**src/rtl/mem_stall_ctrl.sv**
```systemverilog
// mem_stall_ctrl: pipeline sequencing controller for a 5-stage MIPS-style core.
// Holds the pipeline while the EX/MEM memory op runs its req/ack handshake with
// a multi-cycle data memory, and inserts a load-use bubble between ID/EX and IF/ID.
// Stage enables, flush and bubble are combinational; all memory-side outputs are registered.
module mem_stall_ctrl #(
  parameter int TIMEOUT = 255,
  parameter int CNT_W   = 16
) (
  input  logic        clock,
  input  logic        rst,
  input  logic        MReadreg,
  input  logic        MWritereg,
  input  logic [31:0] ALUreg,
  input  logic [31:0] WriteDataOut,
  input  logic        mem_ack,
  input  logic [31:0] mem_rdata,
  input  logic        IDEX_MRead,
  input  logic [4:0]  IDEX_Rt,
  input  logic [4:0]  IFID_Rs,
  input  logic [4:0]  IFID_Rt,
  output logic        mem_req,
  output logic        mem_we,
  output logic [31:0] mem_addr,
  output logic [31:0] mem_wdata,
  output logic [31:0] load_data,
  output logic        PCWrite,
  output logic        IFIDWrite,
  output logic        IDEXWrite,
  output logic        EXMEMWrite,
  output logic        IDEX_flush,
  output logic        MEMWB_bubble,
  output logic        mem_err
);

  typedef enum logic [1:0] {
    S_IDLE   = 2'd0,
    S_ACCESS = 2'd1,
    S_DONE   = 2'd2
  } state_t;

  // Last counter value of the ACCESS window; reaching it without an ack aborts.
  localparam logic [CNT_W-1:0] CNT_LAST = CNT_W'(TIMEOUT - 1);
  localparam logic [CNT_W-1:0] CNT_ONE  = CNT_W'(1);
  localparam logic [CNT_W-1:0] CNT_ZERO = CNT_W'(0);

  state_t           r_state;
  state_t           w_state_nxt;
  logic [CNT_W-1:0] r_cnt;
  logic             r_mem_req;
  logic             r_mem_we;
  logic [31:0]      r_mem_addr;
  logic [31:0]      r_mem_wdata;
  logic [31:0]      r_load_data;
  logic             r_mem_err;

  logic             w_memop;
  logic             w_hazard;
  logic             w_timeout;

  assign w_memop   = MReadreg | MWritereg;
  assign w_timeout = (r_cnt == CNT_LAST);
  // Register 0 is hardwired to zero, so a load targeting it never creates a dependency.
  assign w_hazard  = IDEX_MRead & (IDEX_Rt != 5'd0) &
                     ((IDEX_Rt == IFID_Rs) | (IDEX_Rt == IFID_Rt));

  assign mem_req   = r_mem_req;
  assign mem_we    = r_mem_we;
  assign mem_addr  = r_mem_addr;
  assign mem_wdata = r_mem_wdata;
  assign load_data = r_load_data;
  assign mem_err   = r_mem_err;

  // State register.
  always_ff @(posedge clock) begin
    if (rst) begin
      r_state <= S_IDLE;
    end else begin
      r_state <= w_state_nxt;
    end
  end

  // Next-state logic: IDLE -> ACCESS on a memory op, ACCESS -> DONE on ack or timeout, DONE -> IDLE.
  always_comb begin
    w_state_nxt = r_state;
    case (r_state)
      S_IDLE: begin
        if (w_memop) begin
          w_state_nxt = S_ACCESS;
        end else begin
          w_state_nxt = S_IDLE;
        end
      end
      S_ACCESS: begin
        if (mem_ack || w_timeout) begin
          w_state_nxt = S_DONE;
        end else begin
          w_state_nxt = S_ACCESS;
        end
      end
      S_DONE: begin
        w_state_nxt = S_IDLE;
      end
      default: begin
        w_state_nxt = S_IDLE;
      end
    endcase
  end

  // Stage enables, ID/EX flush and MEM/WB bubble; memory stall outranks the load-use hazard.
  always_comb begin
    PCWrite      = 1'b1;
    IFIDWrite    = 1'b1;
    IDEXWrite    = 1'b1;
    EXMEMWrite   = 1'b1;
    IDEX_flush   = 1'b0;
    MEMWB_bubble = 1'b0;
    if (rst) begin
      PCWrite      = 1'b1;
      MEMWB_bubble = 1'b0;
    end else begin
      case (r_state)
        S_IDLE: begin
          if (w_memop) begin
            PCWrite      = 1'b0;
            IFIDWrite    = 1'b0;
            IDEXWrite    = 1'b0;
            EXMEMWrite   = 1'b0;
            MEMWB_bubble = 1'b1;
          end else if (w_hazard) begin
            PCWrite    = 1'b0;
            IFIDWrite  = 1'b0;
            IDEX_flush = 1'b1;
          end else begin
            PCWrite = 1'b1;
          end
        end
        S_ACCESS: begin
          PCWrite      = 1'b0;
          IFIDWrite    = 1'b0;
          IDEXWrite    = 1'b0;
          EXMEMWrite   = 1'b0;
          MEMWB_bubble = 1'b1;
        end
        S_DONE: begin
          // Completed op advances into MEM/WB; everything moves.
          PCWrite = 1'b1;
        end
        default: begin
          PCWrite = 1'b1;
        end
      endcase
    end
  end

  // Memory handshake datapath: launch request, count wait cycles, capture read data or abort.
  always_ff @(posedge clock) begin
    if (rst) begin
      r_cnt       <= CNT_ZERO;
      r_mem_req   <= 1'b0;
      r_mem_we    <= 1'b0;
      r_mem_addr  <= 32'd0;
      r_mem_wdata <= 32'd0;
      r_load_data <= 32'd0;
      r_mem_err   <= 1'b0;
    end else begin
      case (r_state)
        S_IDLE: begin
          if (w_memop) begin
            r_mem_addr  <= ALUreg;
            r_mem_wdata <= WriteDataOut;
            // A load+store combination is issued as a store.
            r_mem_we    <= MWritereg;
            r_mem_req   <= 1'b1;
            r_cnt       <= CNT_ZERO;
          end else begin
            r_mem_req <= 1'b0;
          end
        end
        S_ACCESS: begin
          r_cnt <= r_cnt + CNT_ONE;
          if (mem_ack) begin
            // Ack takes precedence over a coincident timeout.
            if (!r_mem_we) begin
              r_load_data <= mem_rdata;
            end
            r_mem_req <= 1'b0;
          end else if (w_timeout) begin
            r_mem_err   <= 1'b1;
            r_load_data <= 32'd0;
            r_mem_req   <= 1'b0;
          end else begin
            r_mem_req <= 1'b1;
          end
        end
        S_DONE: begin
          r_mem_req <= 1'b0;
        end
        default: begin
          r_mem_req <= 1'b0;
        end
      endcase
    end
  end

endmodule

```
**config.mk**
```make
export PLATFORM = sky130hd
export DESIGN_NAME = mem_stall_ctrl
export DESIGN_NICKNAME = d
export VERILOG_FILES = /design/src/rtl/mem_stall_ctrl.sv
export SDC_FILE = /design/constraint.sdc
export NUM_CORES = 1
export LEC_CHECK = 0
export ABC_AREA = 1
export CORE_MARGIN = 1
export CORE_UTILIZATION = 47
export CTS_BUF_LIST = sky130_fd_sc_hd__clkbuf_4 sky130_fd_sc_hd__clkbuf_8
export DETAILED_ROUTE_END_ITERATION = 12
export GPL_ROUTABILITY_DRIVEN = 1
export PLACE_DENSITY = 0.88
export SYNTH_ARGS = -nofsm -noshare
export SYNTH_HDL_FRONTEND = slang
export SYNTH_SLANG_ARGS = --single-unit
```
**constraint.sdc**
```tcl
create_clock -name clock -period 2.3 [get_ports clock]
set_clock_uncertainty 0.05 [all_clocks]
set_input_delay 0.345 -clock clock [delete_from_list [all_inputs] [get_ports clock]]
set_output_delay 0.345 -clock clock [all_outputs]
set_load 0.02 [all_outputs]
```
Word-level counts from Yosys, hierarchy flattened
Index checks and enable logic that the tools add are counted.
Storage, ports and cells
  register bits after elaboration: 117
  input bits: 117
  output and inout port bits: 105
  logic and storage cells: 54
Operators by class
  $add $sub $neg: 1
  equality and inequality tests: 6
  mux-type cells: 25
  bitwise logic cells: 5
  reductions and logical operators: 9
Operators with widths (number)
  $mux 32: 3
  $pmux 16 s2: 1
  $add 16x1->16 const B: 1
  $eq 16x8->1 const B: 1
  $mux 16: 1
  $mux 1: 14
  $eq 5x5->1: 2
  $pmux 1 s2: 4
  $reduce_and 3->1: 2
  $reduce_bool 5->1: 1
  $ne 2x2->1 const B: 2
  $pmux 2 s2: 1
  $reduce_and 2->1: 2
  $reduce_bool 2->1: 2
  $and 1x1->1: 2
  $eq 2x1->1 const B: 1
  $logic_not 2->1: 1
  $mux 2: 1
  $or 1x1->1: 2
  $logic_or 1x1->1: 1
  $not 1->1: 1

Depth between registers and ports, before layout
  depth in word-level cells: 7
  mapped depth: 11
  gate-level depth less buffers: 10

Worst setup path after synthesis
Ideal clock, no wire load.
  kind: reg2out
  start: reg r_state[0]
  end: out PCWrite
  arrival time: 1.915 ns
  data required time: 1.905 ns
  setup slack: -0.010 ns
  stages on the path, launching flop included: 10
  buffers on the path: 2
  path through: dfxtp_1 -> nand2_2 -> inv_2 -> buf_2 -> nor2_4 -> nor2_1 -> inv_1 -> nand2_1 -> inv_1 -> buf_4
On the way
  longest elaborated chain between the ends: 3
  elaborated cells between the ends (all ways): 4
  classes of those cells: eq/ne: 1; mux: 2; reduce/logical: 1
RTL lines
  start, declared: line 46  | state_t r_state;
  start signal, assigned: line 78  | r_state <= w_state_nxt;
  $eq 2x1->1 or $logic_not 2->1 (tied branches)
  $pmux 1 s2 (*)
  $mux 1 (*)
  end, declared: line 26  | output logic PCWrite,
Every way passes the cells marked *; elsewhere a longest branch is shown, timed or not.

Worst setup path in the final report
  start: in IDEX_Rt[1]
  end: out IFIDWrite
On the way
  longest elaborated chain between the ends: 7
  elaborated cells between the ends (all ways): 10
  classes of those cells: eq/ne: 2; mux: 4; bitwise: 3; reduce/logical: 1
RTL lines
  start, declared: line 18  | input logic [4:0] IDEX_Rt,
  $eq 5x5->1 or $reduce_bool 5->1 (tied branches): line 64, 63
  $or 1x1->1 or $and 1x1->1 (tied branches): line 64, 63
  $and 1x1->1 (*): line 63  | assign w_hazard = IDEX_MRead & (IDEX_Rt != 5'd0) &
  $mux 1 (*): line 129  | end else if (w_hazard) begin
  $mux 1 (*): line 123  | if (w_memop) begin
  $pmux 1 s2 (*): line 121  | case (r_state)
  $mux 1 (*): line 117  | if (rst) begin
  end, declared: line 27  | output logic IFIDWrite,
Marks and branches as above.

==> key figures <==
Cells and area
  – Area growth syn-to-layout: 53.8%
  – Share of layout cells above drive strength 1: 7.62%
  – Nets: 1,090
  – # diodes: 0

STA
  – Slew headroom: 59.9%
  – Period utilization: 95.0%
  – Minimum clock period: 2.18 ns
  – Final Max Tran Viols: 0
  – Final setup vio count: 0
  – Final Hold Viols: 0
  – Setup_tns: 0 ns
  – RSZ-0062 raised after global routing: false
  – Worst slew pin tran: 0.602 ns
  – Hold slack: 0.434 ns
  – Highest achievable clock rate: 0.458 GHz

Place
  – I/O Buffers: between 200 and 250
  – GPL Wtd Cong: 0.870
  – DP HPWL: 9.88 mm

Global routing
  – First-pass GRT wire length: 23.8 mm
  – Largest net degree at the start of global routing: 104
  – Antenna violations before repair: 0
  – Vias in the first global route: 5,194
  – GRT overflow: 0
  – Total Routing Usage GR: between 20% and 30%

Clock tree
  – # H-tree levels: 4
  – Num CTS Buffers: 17
  – CTS max path bufs: 2
  – Cts hold-fix bufs: 0
  – Insertion delay to the later sink of the worst-skew pair: ~0.41 ns
  – Worst-path clk slew: 0.07 ns
  – Root Driver: clkbuf_8
  – CTS tree: done
  – Clock Sinks: around 120

Flow run
  – Max_cap viols: 0

Worst hold path
  – Hold WC Path Type: flop to flop
  – Worst hold endpoint: mem_err
  – Hold path startpoint: mem_err
  – Hold Path Stages: 1

Worst setup path
  – Worst endpoint required time: between 1.5 and 2 ns
  – Top delay family on crit path: buffers and inverters
  – Worst-path fanout max: 3
  – Startpoint class of the critical path: input pin
  – Crit end category: primary output
  – Critical path cell sequence: clkdlybuf4s50_1 > xor2_1 > nor2_1 > nand3_1 > nand2_1 > nand3_1 > nand2_1 > inv_1 > dlygate4sd2_1
  – Critical-path top delay cell: clkdlybuf4s50_1
  – Worst Path Arrival: 1.79 ns
  – R2R Path End: mem_wdata[28]
  – Launch point of the worst reg-to-reg path: r_state[0]
  – Critical path class: input pin to primary output
  – Reg-to-reg slack, setup: approximately 0.40 ns
  – WP buf/inv: 3
  – Reg2reg path depth: 8
  – Worst stage delay on the critical path: 0.47 ns

Drt
  – Met2 wire length: 7.29 mm
  – Highest Signal Layer: met4
  – DRT Wirelength: 14.8 mm
  – Vias post-DR: 5,492
  – Drt wl/cell: 13.2 µm
  – Metal-1 WL: ~5.8 mm
  – DRT iter0 DRCs: 294
  – DRC: 0
  – Metal3 WL: 1.38 mm
  – Antenna-violating nets left: 0
  – Pre-Repair DR Iteration Count: 5
  – Routed vias/inst: ~5

Floorplan
  – Die area: between 0.01 and 0.015 mm²
  – Chip height: 106 µm
  – Horiz. Die Dim: 106 µm
  – IO Count: 222
  – Rows: 37
  – Initial Util: 49.0%
  – CORE AREA: 0.0105 mm²

Logic synthesis
  – Main area contributors after synthesis: dfxtp_1 (45%), nor2_1 (14%), nand2_1 (10%), o21ai_0 (7.5%), inv_1 (6.1%)
  – Syn Nets: 877
  – Ys flop type: dfxtp_1
  – Synthesized cell area: roughly 0.005 mm²
  – Top cell type's share of synthesized area: 45.3%
  – Top cells by count, synth: nor2_1 (197), nand2_1 (139), dfxtp_1 (116), inv_1 (83), o21ai_0 (77)
  – Largest area contributor in the netlist: dfxtp_1
  – Most common cell in the netlist: nor2_1
  – Register area share after synthesis: approximately 45%
  – Synth async-reset ratio: 0%
  – Synth Register Bits: approximately 120
  – Unique masters post-synth: 27
  – Syn. warnings: 0
  – Post-synth EDFFs: 0
  – Avg Cell Area, Syn: 6.76 µm²
  – Gate Count Post-Synth: 758

Pwr
  – PnR Total Power: around 5.9 mW
  – Leakage: 3.43 nW
  – Max VDD drop: 598 µV
  – Pwr/cell area: 749 mW/mm²

Outcome
  – Status: completed
[flip-flops by register name, summed over array words and instances, names as in the netlist]
signal	cells
mem_we	1
load_data	32
mem_wdata	32
r_state	2
mem_addr	32
mem_err	1
r_cnt	16
[how the worst max path moves through the flow]
| stage | cells after the start | slack, ns | to | from |
|---|---|---|---|---|
| 6_report | 9 | 0.12 | IFIDWrite | IDEX_Rt[1] |
| 5_1_grt | 11 | 0.007 | IFIDWrite | IDEX_Rt[4] |
| 4_1_cts | 6 | 0.06 | MEMWB_bubble | r_state[0] |
| 3_5_place_dp | 8 | -0.14 | IDEX_flush | IDEX_Rt[1] |
| 3_3_place_gp | 10 | -0.11 | IDEX_flush | IDEX_Rt[3] |
| 2_1_floorplan | 9 | 0.14 | PCWrite | r_state[0] |
[layout by cell type (no fill, tap or decap), drive strengths merged, types with 2 or more instances in the layout]
cell type      netlist  layout
or2                  2       2
nor3                 4       4
nor2               200     200
dfxtp              116     116
nand3               16      16
clkinvlp             0       2
a211oi               2       2
nand4               29      29
o21ai               77      77
xor2                 7       7
buf                 23      17
dlygate4sd2          0       4
clkbuf              21      18
clkinv               1       6
a21oi               15      15
clkdlybuf4s50        0     215
inv                 94      97
ha                   2       2
bufinv               0       4
xnor2                2       2
nand2              145     145
[what timing repair did]
action	4_1_cts	5_1_grt
resized for setup	6	2
pin swaps	0	0
cloned	0	0
hold endpoints to repair	0	0
buffers inserted	0	0
endpoints found under the setup margin	5	2
[cell families (layout without fill, tap and decap cells)]
| logic type | after synthesis | after routing | share of synthesized area, % |
|---|---|---|---|
| adders and majority gates | 2 | 2 | 0.488 |
| xor gates and xnor gates | 9 | 9 | 1.54 |
| AOI/OAI and AO/OA | 96 | 96 | 9.57 |
| and+or+nand+nor | 396 | 396 | 31.9 |
| DFF | 116 | 116 | 45.3 |
| buffers and inverters | 139 | 365 | 11.2 |
[final cells by class]
class	instances	area [µm²]
tap	136	170
sequential	116	2320
timing repair buffer	238	2350
inverter	95	357
fill	774	2580
clock inverter	14	201
clock buffer	18	248
multi-input combinational	503	2230
[routing by layer]
layer  track usage (%)  vias to the layer above
li1                  -                     2765
met2              45.7                      240
met4              8.81                        0
met1              29.4                     2459
met3              10.2                       28
met5                 0                        -
[power by group]
| group | switching, mW | leakage [nW] | internal [mW] | total, mW |
|---|---|---|---|---|
| combinational | 0.798 | 2.25 | 0.681 | 1.48 |
| clock | 0.905 | 0.220 | 1.23 | 2.13 |
| sequential | 0.0938 | 0.956 | 2.20 | 2.29 |
[stage by stage]
step / cells / cell area [µm²] / setup WS [ns] / util [%]
floorplan: 758 / 5130 / 0.144 / -
global placement: 1088 / 7430 / -0.112 / 71.0
detailed placement: 1088 / 7430 / -0.143 / 71.0
CTS: 1120 / 7880 / 0.0588 / 75.3
global route: 1120 / 7880 / 0.00686 / 75.3
finish: 1120 / 7880 / 0.115 / 75.3
Power figures use the tool's default switching activity.
